`src/rtl/stagef_pkg.sv`:
```
// Shared types for the Stage-F to Stage-D word: field widths, the packed 260-bit word, JAL helpers.
// No logic; pure types and constants.
// Used by stagef_word_packer and its testbench.
package stagef_pkg;

  localparam int XLEN       = 64;
  localparam int DII_ID_W   = 23;
  localparam int EPOCH_W    = 2;
  localparam int PRIV_W     = 2;
  localparam int EXC_CODE_W = 6;
  localparam int INSTR_W    = 32;
  localparam int WORD_W     = 260;

  typedef logic [XLEN-1:0]     xlen_t;
  typedef logic [DII_ID_W-1:0] dii_id_t;

  localparam logic [6:0] OPC_JAL          = 7'b1101111;
  localparam xlen_t      DEFAULT_RESET_PC = 64'h0000_0000_8000_0000;

  // MSB first: fetch_addr lands in [259:196], pred_fetch_addr in [63:0].
  typedef struct packed {
    xlen_t                 fetch_addr;
    logic                  refresh_pcc;
    dii_id_t               instr_seq;
    logic [EPOCH_W-1:0]    epoch;
    logic [PRIV_W-1:0]     priv;
    logic                  is_i32_not_i16;
    logic                  exc;
    logic [EXC_CODE_W-1:0] exc_code;
    xlen_t                 tval;
    logic [INSTR_W-1:0]    instr;
    xlen_t                 pred_fetch_addr;
  } stagef_word_t;

  // Sign-extended J-type immediate of a JAL instruction.
  function automatic xlen_t jal_offset(input logic [INSTR_W-1:0] instr);
    return {{43{instr[31]}}, instr[31], instr[19:12], instr[20], instr[30:21], 1'b0};
  endfunction

endpackage

```
`src/rtl/stagef_fifo.sv`:
```
// DEPTH-entry synchronous FIFO with flush and occupancy count.
// Latency: a pushed entry is visible on pop_dat the cycle after the push edge.
// Backpressure: pushes beyond DEPTH are dropped internally; caller gates pushes on count.
module stagef_fifo #(
  parameter int DEPTH = 2,
  parameter int W     = 260
) (
  input  logic                     clk,
  input  logic                     rst,
  input  logic                     flush,
  input  logic                     push_vld,
  input  logic [W-1:0]             push_dat,
  output logic                     pop_vld,
  input  logic                     pop_rdy,
  output logic [W-1:0]             pop_dat,
  output logic [$clog2(DEPTH):0]   count
);

  localparam int AW = $clog2(DEPTH);
  localparam logic [AW:0] DEPTH_C = (AW + 1)'(DEPTH);

  logic [W-1:0]  mem [DEPTH];
  logic [AW-1:0] wr_ptr;
  logic [AW-1:0] rd_ptr;
  logic          push;
  logic          pop;

  // A flush swallows any same-cycle push or pop.
  always_comb begin
    push    = push_vld && !flush && (count < DEPTH_C);
    pop_vld = (count != '0);
    pop     = pop_vld && pop_rdy && !flush;
    pop_dat = pop_vld ? mem[rd_ptr] : '0;
  end

  // Storage array; contents are don't-care until written.
  always_ff @(posedge clk) begin
    if (push) mem[wr_ptr] <= push_dat;
  end

  // Pointers and occupancy.
  always_ff @(posedge clk) begin
    if (rst || flush) begin
      wr_ptr <= '0;
      rd_ptr <= '0;
      count  <= '0;
    end else begin
      if (push) wr_ptr <= wr_ptr + AW'(1);
      if (pop)  rd_ptr <= rd_ptr + AW'(1);
      case ({push, pop})
        2'b10:   count <= count + (AW + 1)'(1);
        2'b01:   count <= count - (AW + 1)'(1);
        default: count <= count;
      endcase
    end
  end

endmodule

```
`src/rtl/stagef_word_packer.sv`:
```
// Packs raw fetch slots into Stage-F-to-Stage-D words; owns pc/epoch/priv/instr_seq.
// Latency 1: out_valid rises the cycle after an accept. Optional JAL prediction: STAGEF_PACKER_JAL_PRED_EN.
// Backpressure: in_ready depends only on registered FIFO count, redirect and reset; never on out_ready.
module stagef_word_packer
  import stagef_pkg::*;
#(
  parameter int         DEPTH      = 2,
  parameter xlen_t      RESET_PC   = DEFAULT_RESET_PC,
  parameter logic [1:0] RESET_PRIV = 2'b11
) (
  input  logic                  CLK,
  input  logic                  RST,
  input  logic                  in_valid,
  output logic                  in_ready,
  input  logic [INSTR_W-1:0]    in_instr,
  input  logic                  in_exc,
  input  logic [EXC_CODE_W-1:0] in_exc_code,
  input  logic                  redirect_valid,
  input  xlen_t                 redirect_addr,
  input  logic [PRIV_W-1:0]     redirect_priv,
  output logic                  out_valid,
  input  logic                  out_ready,
  output logic [WORD_W-1:0]     out_data,
  output dii_id_t               seq_next
);

  localparam int CW = $clog2(DEPTH) + 1;
  localparam logic [CW-1:0] DEPTH_C = CW'(DEPTH);

  xlen_t              pc_q;
  logic [EPOCH_W-1:0] epoch_q;
  logic [PRIV_W-1:0]  priv_q;
  dii_id_t            seq_q;
  logic               refresh_q;

  stagef_word_t       word;
  logic               is_i32;
  xlen_t              pred_addr;
  logic               accept;
  logic               fifo_vld;
  logic [WORD_W-1:0]  fifo_dat;
  logic [CW-1:0]      fifo_count;

  assign in_ready  = !RST && !redirect_valid && (fifo_count < DEPTH_C);
  assign accept    = in_valid && in_ready;
  assign out_valid = !RST && fifo_vld;
  assign out_data  = RST ? '0 : fifo_dat;
  assign seq_next  = RST ? '0 : seq_q;

  // Build the packed word and next-pc prediction for the slot on the inputs.
  always_comb begin
    is_i32    = (in_instr[1:0] == 2'b11);
    pred_addr = pc_q + (is_i32 ? 64'd4 : 64'd2);
`ifdef STAGEF_PACKER_JAL_PRED_EN
    if (is_i32 && !in_exc && (in_instr[6:0] == OPC_JAL))
      pred_addr = pc_q + jal_offset(in_instr);
`endif
    word                 = '0;
    word.fetch_addr      = pc_q;
    word.refresh_pcc     = refresh_q;
    word.instr_seq       = seq_q;
    word.epoch           = epoch_q;
    word.priv            = priv_q;
    word.is_i32_not_i16  = is_i32;
    word.exc             = in_exc;
    word.exc_code        = in_exc ? in_exc_code : '0;
    word.tval            = in_exc ? pc_q : '0;
    word.instr           = in_exc ? '0 : (is_i32 ? in_instr : {16'h0, in_instr[15:0]});
    word.pred_fetch_addr = pred_addr;
  end

  // Fetch state: redirect takes priority; it never coincides with an accept since in_ready drops.
  always_ff @(posedge CLK) begin
    if (RST) begin
      pc_q      <= RESET_PC;
      epoch_q   <= '0;
      priv_q    <= RESET_PRIV;
      seq_q     <= '0;
      refresh_q <= 1'b1;
    end else if (redirect_valid) begin
      pc_q      <= redirect_addr;
      priv_q    <= redirect_priv;
      epoch_q   <= epoch_q + EPOCH_W'(1);
      refresh_q <= 1'b1;
    end else if (accept) begin
      pc_q      <= pred_addr;
      seq_q     <= seq_q + DII_ID_W'(1);
      refresh_q <= 1'b0;
    end
  end

  stagef_fifo #(
    .DEPTH (DEPTH),
    .W     (WORD_W)
  ) u_fifo (
    .clk      (CLK),
    .rst      (RST),
    .flush    (redirect_valid),
    .push_vld (accept),
    .push_dat (word),
    .pop_vld  (fifo_vld),
    .pop_rdy  (out_ready),
    .pop_dat  (fifo_dat),
    .count    (fifo_count)
  );

endmodule

```
`config.mk`:
```
export PLATFORM = sky130hd
export DESIGN_NAME = stagef_word_packer
export DESIGN_NICKNAME = d
export VERILOG_FILES = /design/src/rtl/stagef_pkg.sv /design/src/rtl/stagef_fifo.sv /design/src/rtl/stagef_word_packer.sv
export SDC_FILE = /design/constraint.sdc
export NUM_CORES = 1
export LEC_CHECK = 0
export ABC_AREA = 1
export CORE_MARGIN = 10
export CORE_UTILIZATION = 69
export CTS_CLUSTER_DIAMETER = 150
export DETAILED_ROUTE_END_ITERATION = 16
export DONT_BUFFER_PORTS = 1
export PLACE_DENSITY = 0.85
export SLEW_MARGIN = 20
export SYNTH_ARGS = -nofsm -noshare
export SYNTH_HDL_FRONTEND = slang
export SYNTH_SLANG_ARGS = --single-unit
```
`constraint.sdc`:
```
create_clock -name CLK -period 44.9 [get_ports CLK]
set_input_delay 8.98 -clock CLK [delete_from_list [all_inputs] [get_ports CLK]]
set_output_delay 8.98 -clock CLK [all_outputs]
set_load 0.02 [all_outputs]
```
==> summary.md, run 1 <==
| Metric | Value |
|---|---|
| HPWL Detailed | 51360 µm |
| First-pass DRT Iterations | 6 |
| Tmin final | 20.22 ns |
| Die area | slightly below 50000 µm² |
| CTS root buf | clkbuf_16 |
| Final Hold Fails | 0 |
| Nets@finish | about 2700 |
| Clock buffer count from CTS | 57 |
| CTS tree | done |
| Row cnt | 73 |
| Crit Path Max Fanout | between 90 and 100 |
| Hold path endpoint | u_fifo.mem[1][169]$_DFFE_PP_ |
| Total power | approximately 1200 µW |
| Post-Syn Area | around 28000 µm² |
| Fraction of layout cells with a size suffix above 1 | 15.84% |
| Die Wd | 221.4 µm |
| H-tree depth reported by CTS | 2 |
| Rel. slew slack | 26.93% |
| Setup_tns | 0 ns |
| Fin area | roughly 30000 µm² |
| Core Area | 39910 µm² |
| Mapped Cells | 2622 |
| Detail Route Antenna Nets | 0 |
| Status | completed |
| Final setup violating endpoints | 0 |
| CP startpoint kind | input pin |
| Post-synth top flop | edfxtp_1 |
| Via count | 18700 |
| Max Cap Viol | 0 |
| Synth area leader | edfxtp_1 |
| Post-synthesis sequential area ratio | 62.51% |
| Worst slew pin tran | roughly 1.1 ns |
| Synth area leaders | edfxtp_1 (56%), mux2_2 (10%), nand2_1 (8.5%) |
| DP Cell Count | 3054 |
| RD Place Congestion | 0.9486 |
| Post-CTS setup buffers | 0 |
| Initial core utilization | 70.12% |
| Asr flop ratio synth | 0% |
| Worst r2r path cells | 5 |
| Synth Net Count | 2735 |
| WL per Instance | ~24 µm |
| Fmax | around 0.049 GHz |
| DRC Markers | 0 |
| Mean Syn Cell Area | 10.67 µm² |
| R2R Setup Slk | 41.24 ns |
| Die Height | 221.4 µm |
| Initial DRC count | between 1500 and 2000 |
| CP required | around 36 ns |
| DR vias/cell | 5.902 |
| CP Capture Type | output port |
| Vias in the first global route | 18600 |
| RR Endpoint | u_fifo.mem[1][147]$_DFFE_PP_ |
| Pins Over Slew Limit | 0 |
| Antenna violations before repair | 10 |
| Post-cts sizing count | 0 |
| Worst hold path class | flop to flop |
| Worst skew pair latency | 0.62 ns |
| Top cell type's share of synthesized area | 55.57% |
| Largest net degree at the start of global routing | about 170 |
| Synth Register Bits | about 620 |
| Post-synth cell types | 40 |
| Worst vdd ir | around 0.000035 V |
| First-pass GRT wire length | 111800 µm |
| Cell Count, Final, Fillers Out | 3168 |
| Global route total overflow | 0 |
| Top-count cell post-synth | nand2_1 |
| Hold_buf cts | 0 |
| GRT Overall Usage | 29.20% |
| Worst hold path cell count | 0 |
| Post-synth EDFFs | 518 |
| Hold_ws | 0.4680 ns |
| Kind of critical path | input pin to output port |
| Leakage Power | 0.01265 µW |
| Placed cell area | ~28000 µm² |
| Hold_sp | priv_q[1]$_SDFFE_PP1P_ |
| Clk slew on worst S/H paths | roughly 0.060 ns |
| Total Routed Length | 74490 µm |
| Number of synthesis warnings | 0 |
| # port buffers | 0 |
| Arrival time worst endpoint | 11.24 ns |
| RSZ-0062 raised after global routing | no |
| Final Cycle Share | a little under half |
| P per Cell Area | 38.21 nW/µm² |
| Area Overhead vs Synth | 7.671% |
| Clock skew | 0.02529 ns |
| Reg2reg start | u_fifo.count[1]$_SDFFE_PP0P_ |
| Clock tree buffer depth | 3 |
| Synth top cells by count | nand2_1 (636), edfxtp_1 (518), inv_1 (455), mux2_2 (259), nor2_1 (176) |
| TritonCTS Sinks | 615 |
| Total I/O pin count | 395 |
[how the worst max path moves through the flow]
stage	from	end	slack, ns	cells past startpoint
global route	RST	out_data[228]	24.54	5
detailed placement	RST	out_data[124]	24.75	5
floorplan	redirect_valid	u_fifo.mem[0][100]$_DFFE_PP_	23.48	7
finish	RST	out_data[228]	24.68	5
CTS	RST	out_data[228]	24.74	5
global placement	RST	out_data[97]	24.78	5
[metal layers]
metal / global-route usage [%] / wire, µm / vias up
li1: - / - / 8455
met1: 36.24 / 27960 / 9167
met2: 49.88 / 37760 / 946
met3: 7.329 / 6980 / 124
met4: 8.212 / 1742 / 6
met5: 0 / 47 / -
[kinds of logic (layout without fill, tap and decap cells)]
kind of cell	Yosys count	count (layout)	share of synthesized area [%]
and+or+nand+nor	972	972	14.49
adders and majority gates	3	3	0.1341
other	0	10	0
muxes	259	259	10.42
DFF	615	615	62.51
AOI/OAI and AO/OA	150	150	2.839
xor gates and xnor gates	50	50	1.726
buffers and inverters	573	584	7.877
[flip-flops by register name, summed over array words and instances, names as in the netlist, named ones only]
signal and count:
u_fifo.count 2, u_fifo.mem 518, epoch_q 2, u_fifo.wr_ptr 1, seq_q 23, u_fifo.rd_ptr 1
refresh_q 1, priv_q 2, pc_q 64
[cells in the final DEF, fill, tap and decap left out, types with 5 or more instances in the layout]
cell       netlist  layout
nand2_2         12      12
nand4_1         21      21
clkbuf_1        66      21
nand2_1        636     636
inv_1          455     455
nor3_2           5       5
xor2_1          40      40
o21ai_1          6       6
buf_4            2      10
inv_2           11      11
clkinv_1         1      10
o21ai_0         55      55
mux2_2         259     259
edfxtp_1       518     518
diode_2          0      10
nor2_2          17      17
a31oi_1         27      27
nand3_1         40      40
nor2_1         176     174
bufinv_16        0       5
dfxtp_1         97      96
clkbuf_16        0      57
a21oi_1         58      57
nor2_4           9      11
nor3_1          42      42
clkinv_2         0       9
[power breakdown]
part	switching [µW]	internal, µW	total [µW]
combinational	31.5	14.5	46.0
sequential	11.5	631	643
clock	200	263	463
[cell type report]
cell class | instances | area, µm²
inverters | 467 | 1753
flip-flops and latches | 615 | 17500
multi-input cells | 1434 | 8315
well taps | 525 | 656.9
repair buffers | 13 | 126.4
fillers | 2513 | 9778
clock buffers | 78 | 1505
diodes | 10 | 25.02
clock inverters | 26 | 254.0
[worst max-delay path: stages]
cell     delay, ns
a21oi_4       0.10
buf_4         0.72
buf_4         0.84
nand2_1       0.20
inv_1         0.22
[metrics by stage]
step / setup slack [ns] / utilization [%]
finish: 24.68 / 75.50
global placement: 24.78 / 71.02
floorplan: 23.48 / -
global route: 24.54 / 75.47
detailed placement: 24.75 / 71.02
CTS: 24.74 / 75.43
No activity file was read; power rests on OpenSTA's default activity.
==> run 2, diff against run 1 <==
--- a/config.mk
+++ b/config.mk
@@ -7,11 +7,11 @@
 export LEC_CHECK = 0
 export ABC_AREA = 1
 export CORE_MARGIN = 10
-export CORE_UTILIZATION = 69
+export CORE_UTILIZATION = 58
 export CTS_CLUSTER_DIAMETER = 150
 export DETAILED_ROUTE_END_ITERATION = 16
 export DONT_BUFFER_PORTS = 1
-export PLACE_DENSITY = 0.85
+export PLACE_DENSITY = 0.76
 export SLEW_MARGIN = 20
 export SYNTH_ARGS = -nofsm -noshare
 export SYNTH_HDL_FRONTEND = slang
==> constraint.sdc (replaced) <==
create_clock -name CLK -period 17 [get_ports CLK]
set_input_delay 3.4 -clock CLK [delete_from_list [all_inputs] [get_ports CLK]]
set_output_delay 3.4 -clock CLK [all_outputs]
set_load 0.02 [all_outputs]
==> run 2 against run 1 <==
Compared with the run above:
- power grew to 2.7 times the previous value
- sequential power grew to 2.6 times the previous value
- utilization shrank 12 points
- register-to-register slack lost 27 ns
- non-clock buffer count shrank 1
- wire length shrank 1.7%
- critical path depth is the same
- worst setup slack lost 16 ns
- clock skew shrank 0.0042 ns
- die area grew 17%
- via count shrank 2.9%
==> summary.md, run 2 (same netlist as run 1, synthesis figures left out) <==
| Metric | Value |
|---|---|
| Slowest stage delay, CP | 0.84 ns |
| First-pass DRT Iterations | 5 |
| Fraction of layout cells with a size suffix above 1 | 16.42% |
| Nets@finish | 2704 |
| Clock tree buffer depth | 3 |
| Combinational share of power | 3.9% |
| RSZ-0062 raised after global routing | no |
| Detail Route Antenna Nets | 0 |
| Total I/O pin count | 395 |
| Crit Path Max Fanout | 97 |
| Worst hold path class | flop to flop |
| Tmin final | between 8 and 9 ns |
| Via count | 18160 |
| P per Cell Area | 102.7 nW/µm² |
| RD Place Congestion | 0.9373 |
| Stages on the worst setup path | 5 |
| CTS tree | done |
| Clk slew on worst S/H paths | 0.06 ns |
| Hold path endpoint | u_fifo.mem[1][183]$_DFFE_PP_ |
| Hold_buf cts | 0 |
| Post-CTS setup buffers | 0 |
| Global route total overflow | 0 |
| Sw frac | 21.73% |
| CP Capture Type | output port |
| Biggest regs | u_fifo.mem (518), pc_q (64), seq_q (23) |
| Core Util, Final | 63.75% |
| Clock buffer count from CTS | 61 |
| Max Cap Viol | 0 |
| Worst r2r path cells | 4 |
| Total Routed Length | 73210 µm |
| # fillers | around 3800 |
| P_int | 2446 µW |
| CP delay by family, top | buffers and inverters |
| Rel. slew slack | 23.81% |
| Antenna violations before repair | 13 |
| Sequential group share of total power | 54.3% |
| Final Hold Fails | 0 |
| CP startpoint kind | input pin |
| First-pass GRT wire length | 108400 µm |
| Reg area | 17500 µm² |
| CP required | 13.60 ns |
| DR vias/cell | 5.553 |
| Worst hold path cell count | 0 |
| Grt peak-use layer | met2 |
| Most common cell on crit path | buf_4 |
| H-tree depth reported by CTS | 2 |
| Largest net degree at the start of global routing | 162 |
| Arrival time worst endpoint | 5.42 ns |
| HPWL Detailed | ~50000 µm |
| Pins Over Slew Limit | 0 |
| GR Util met1 | about 32% |
| TritonCTS Sinks | about 620 |
| Final setup violating endpoints | 0 |
| Met2 Usage GRT | 40.35% |
| Fmax | about 0.11 GHz |
| Die Height | 239.7 µm |
| Total power | 3125 µW |
| Setup_tns | 0 ns |
| Area Overhead vs Synth | 8.744% |
| RR Endpoint | u_fifo.mem[0][235]$_DFFE_PP_ |
| Clock skew | roughly 0.021 ns |
| Worst skew pair latency | between 0.6 and 0.7 ns |
| Die Wd | between 200 and 250 µm |
| Crit path cell chain | a21oi_4 -> buf_4 -> buf_4 -> nand2_1 -> inv_1 |
| Multi-input logic area | 8315 µm² |
| Met3 usage | roughly 6.5% |
| Clock Power Share | 41.8% |
| Vias in the first global route | about 18000 |
| CP Buf/Inv Count | 3 |
| Post-cts sizing count | 0 |
| Psw | about 680 µW |
| Worst vdd ir | 0.00008577 V |
| WL per Instance | 22.39 µm |
| R2R Setup Slk | 14.09 ns |
| Core Area | 47750 µm² |
| Worst slew pin tran | 1.143 ns |
| Kind of critical path | input pin to output port |
| Reg2reg start | u_fifo.count[1]$_SDFFE_PP0P_ |
| Largest Register | u_fifo.mem |
| Largest register FFs | 518 |
| Die area | 57440 µm² |
| Row cnt | 80 |
| Commonest non-fill, non-tap cell in the layout | nand2_1 |
| Status | completed |
| GRT Overall Usage | ~25% |
| Commonest non-fill, non-tap cells in the layout | nand2_1 (636), edfxtp_1 (518), inv_1 (455) |
| Initial core utilization | 58.62% |
| DRC Markers | 0 |
| Hold_sp | seq_q[11]$_SDFFE_PP0N_ |
| Leakage Power | roughly 0.013 µW |
| Initial DRC count | 1612 |
| Critical-path top delay cell | buf_4 |
| CTS root buf | clkbuf_16 |
| # port buffers | 0 |
| Final Cycle Share | 51.89% |
-- run 2: through the flow --
stage	setup slack, ns	area (µm²)	hold slack, ns	instances
after floorplan	1.156	27990	0.4202	2622
after global placement	8.247	28450	0.4319	3143
after detailed placement	8.175	28450	0.4475	3143
after CTS	8.177	30400	0.4636	3258
after global routing	7.991	30420	0.4712	3263
final	8.180	30440	0.4603	3270
-- run 2: per-layer routing --
layer | part of all wire (%) | up-vias
li1 | - | 8491
met1 | 41 | 8868
met2 | 48 | 678
met3 | 8.1 | 110
met4 | 1.9 | 12
met5 | 0.12 | -
-- run 2: final cells by class --
| type | count | share of cell area [%] |
|---|---|---|
| inverters | 467 | 5.759 |
| diodes | 12 | 0.09866 |
| multi-input cells | 1434 | 27.32 |
| clock buffers | 79 | 5.369 |
| repair buffers | 12 | 0.3905 |
| flip-flops and latches | 615 | 57.50 |
| clock inverters | 36 | 1.036 |
| well taps | 615 | 2.528 |
-- run 2: power groups by stage --
stage / Combinational [µW] / Sequential [µW] / Clock (µW)
floorplan: 99.4 / 1720 / 0
global placement: 117 / 1730 / 0
detailed placement: 120 / 1730 / 0
CTS: 121 / 1700 / 1330
global route: 134 / 1700 / 1390
finish: 121 / 1700 / 1310
-- run 2: how the worst max path moves through the flow --
| stage | from | endpoint | slack, ns |
|---|---|---|---|
| global placement | RST | out_data[52] | 8.25 |
| finish | RST | out_data[31] | 8.18 |
| global route | RST | out_data[31] | 7.99 |
| floorplan | redirect_valid | u_fifo.mem[0][100]$_DFFE_PP_ | 1.16 |
| detailed placement | RST | out_data[31] | 8.17 |
| CTS | RST | out_data[31] | 8.18 |
==> run 3, diff against run 2 <==
--- a/config.mk
+++ b/config.mk
@@ -7,11 +7,11 @@
 export LEC_CHECK = 0
 export ABC_AREA = 1
 export CORE_MARGIN = 10
-export CORE_UTILIZATION = 58
+export CORE_UTILIZATION = 64
 export CTS_CLUSTER_DIAMETER = 150
 export DETAILED_ROUTE_END_ITERATION = 16
 export DONT_BUFFER_PORTS = 1
-export PLACE_DENSITY = 0.76
+export PLACE_DENSITY = 0.8
 export SLEW_MARGIN = 20
 export SYNTH_ARGS = -nofsm -noshare
 export SYNTH_HDL_FRONTEND = slang
==> constraint.sdc (replaced) <==
create_clock -name CLK -period 8.4 [get_ports CLK]
set_input_delay 1.68 -clock CLK [delete_from_list [all_inputs] [get_ports CLK]]
set_output_delay 1.68 -clock CLK [all_outputs]
set_load 0.02 [all_outputs]
==> run 3 against run 2 <==
Compared with the run above:
- power increased by 99%
- largest power group unchanged
- wire length decreased by 1.6%
- global-route usage increased by 1.6 points
- clock skew increased by 0.0036 ns
- die area decreased by 8.6%
- flip-flop and latch count unchanged
- sequential share of layout area increased by 0.18 points
==> summary.md, run 3 (same netlist as run 1, synthesis figures left out) <==
| Metric | Value |
|---|---|
| Status | completed |
| # port buffers | 0 |
| Final Cycle Share | 56.36% |
| WL per Instance | 22.29 µm |
| Kind of critical path | input pin to output port |
| Met3 usage | under 10% |
| Rel. slew slack | 31.16% |
| Worst hold path class | flop to flop |
| GR Util met1 | 33.22% |
| Total power | roughly 6200 µW |
| Total Routed Length | 72040 µm |
| Crit Path Max Fanout | 147 |
| Arrival time worst endpoint | 3.05 ns |
| Reg2reg start | u_fifo.count[1]$_SDFFE_PP0P_ |
| Worst slew pin tran | 1.033 ns |
| Largest net degree at the start of global routing | about 150 |
| Worst Setup EP | out_data[25] |
| TritonCTS Sinks | 615 |
| RR Endpoint | u_fifo.mem[0][79]$_DFFE_PP_ |
| Worst skew pair latency | around 0.62 ns |
| Fmax | 0.2112 GHz |
| Clock buffer count from CTS | 58 |
| Row cnt | 76 |
| Nets@finish | 2703 |
| Die area | 52500 µm² |
| Grt peak-use layer | met2 |
| CP startpoint kind | input pin |
| RSZ-0062 raised after global routing | no |
| First-pass DRT Iterations | 5 |
| DR vias/cell | 5.675 |
| Via count | between 15000 and 20000 |
| Post-CTS setup buffers | 0 |
| Initial DRC count | 1960 |
| Die Height | 229.1 µm |
| Initial core utilization | about 65% |
| Clock skew | about 0.025 ns |
| CTS tree | done |
| Core Area | 43170 µm² |
| Total I/O pin count | 395 |
| Pins Over Slew Limit | 0 |
| Final setup violating endpoints | 0 |
| Max Cap Viol | 0 |
| Tmin final | 4.734 ns |
| Worst slack at placement | approximately 3.5 ns |
| Post-cts sizing count | 0 |
| Worst vdd ir | 0.0001831 V |
| Clock tree buffer depth | 3 |
| H-tree depth reported by CTS | 2 |
| Hold_buf cts | 0 |
| Leakage Power | approximately 0.013 µW |
| First-pass GRT wire length | approximately 110000 µm |
| Antenna violations before repair | 11 |
| Biggest regs | u_fifo.mem (518), pc_q (64), seq_q (23) |
| Commonest non-fill, non-tap cells in the layout | nand2_1 (636), edfxtp_1 (518), inv_1 (455) |
| Largest register FFs | 518 |
| Largest Register | u_fifo.mem |
| CP Launch Point | RST |
| Met2 Usage GRT | around 45% |
| HPWL Detailed | between 50000 and 60000 µm |
| Die Wd | 229.1 µm |
| Area Overhead vs Synth | 8.409% |
| CP Capture Type | output port |
| R2R Setup Slk | 5.41 ns |
| Commonest non-fill, non-tap cell in the layout | nand2_1 |
| RD Place Congestion | 0.9372 |
| P per Cell Area | just over 200 nW/µm² |
| DP Cell Count | just over 3000 |
| Clk slew on worst S/H paths | 0.06 ns |
| CP required | 6.72 ns |
| DRC Markers | 0 |
| Final Hold Fails | 0 |
| GRT Overall Usage | around a quarter |
| Final Worst Setup Slack | 3.666 ns |
| Global route total overflow | 0 |
| CTS root buf | clkbuf_16 |
| Cell Count, Final, Fillers Out | 3232 |
| Worst r2r path cells | 5 |
| Fraction of layout cells with a size suffix above 1 | 16.31% |
| Detail Route Antenna Nets | 0 |
| Vias in the first global route | approximately 18000 |
| Worst hold path cell count | 0 |
## run 3: changes by cell type in the layout (fill, tap and decap cells not counted), sizes merged
cell      change
diode         -2
clkbuf       -12
bufinv        +1
clkinvlp      +5
buf           +2
clkinv        -2
## run 3: layout make-up
class                           instances  area [µm²]
Antenna cell                           10       25.02
Clock inverter                         40       337.8
Clock buffer                           67        1516
Sequential cell                       615       17500
Tap cell                              585       732.0
Timing Repair Buffer                   14       162.7
Multi-Input combinational cell       1434        8315
Fill cell                            3060       12830
Inverter                              467        1753
## run 3: critical path, stage by stage
cell     delay (ns)
a21oi_4        0.24
buf_12         0.45
nand2_1        0.23
inv_1          0.22
## run 3: through the flow
step | setup TNS (ns) | cell area (µm²) | hold slack, ns | utilization [%]
6_report | 0 | 30340 | 0.4772 | 70.28
5_1_grt | 0 | 30340 | 0.5028 | 70.27
4_1_cts | 0 | 30290 | 0.4721 | 70.16
3_5_place_dp | 0 | 28440 | 0.4559 | 65.87
3_3_place_gp | 0 | 28440 | 0.4327 | 65.87
2_1_floorplan | -695.80 | 27990 | 0.4202 | -
## run 3: power by group
group	total [µW]	internal, µW	switching, µW
clock	2540	1450	1100
combinational	244	78.1	166
sequential	3430	3370	60.3
total	6220	4900	1330
## run 3: metal layers
metal,share of wire [%],up-vias
li1,-,8477
met4,2.8,6
met1,39,8944
met3,8.2,129
met2,50,785
met5,0.065,-
## run 3: worst min path at each step
stage	from	endpoint	slack [ns]
global placement	priv_q[0]$_SDFFE_PP1P_	u_fifo.mem[0][168]$_DFFE_PP_	0.43
finish	priv_q[0]$_SDFFE_PP1P_	u_fifo.mem[1][168]$_DFFE_PP_	0.48
floorplan	pc_q[24]$_SDFFE_PP0N_	u_fifo.mem[0][220]$_DFFE_PP_	0.42
detailed placement	refresh_q$_SDFFE_PP1P_	u_fifo.mem[0][195]$_DFFE_PP_	0.46
global route	priv_q[0]$_SDFFE_PP1P_	u_fifo.mem[0][168]$_DFFE_PP_	0.50
CTS	u_fifo.rd_ptr$_SDFFE_PP0P_	flop	0.47
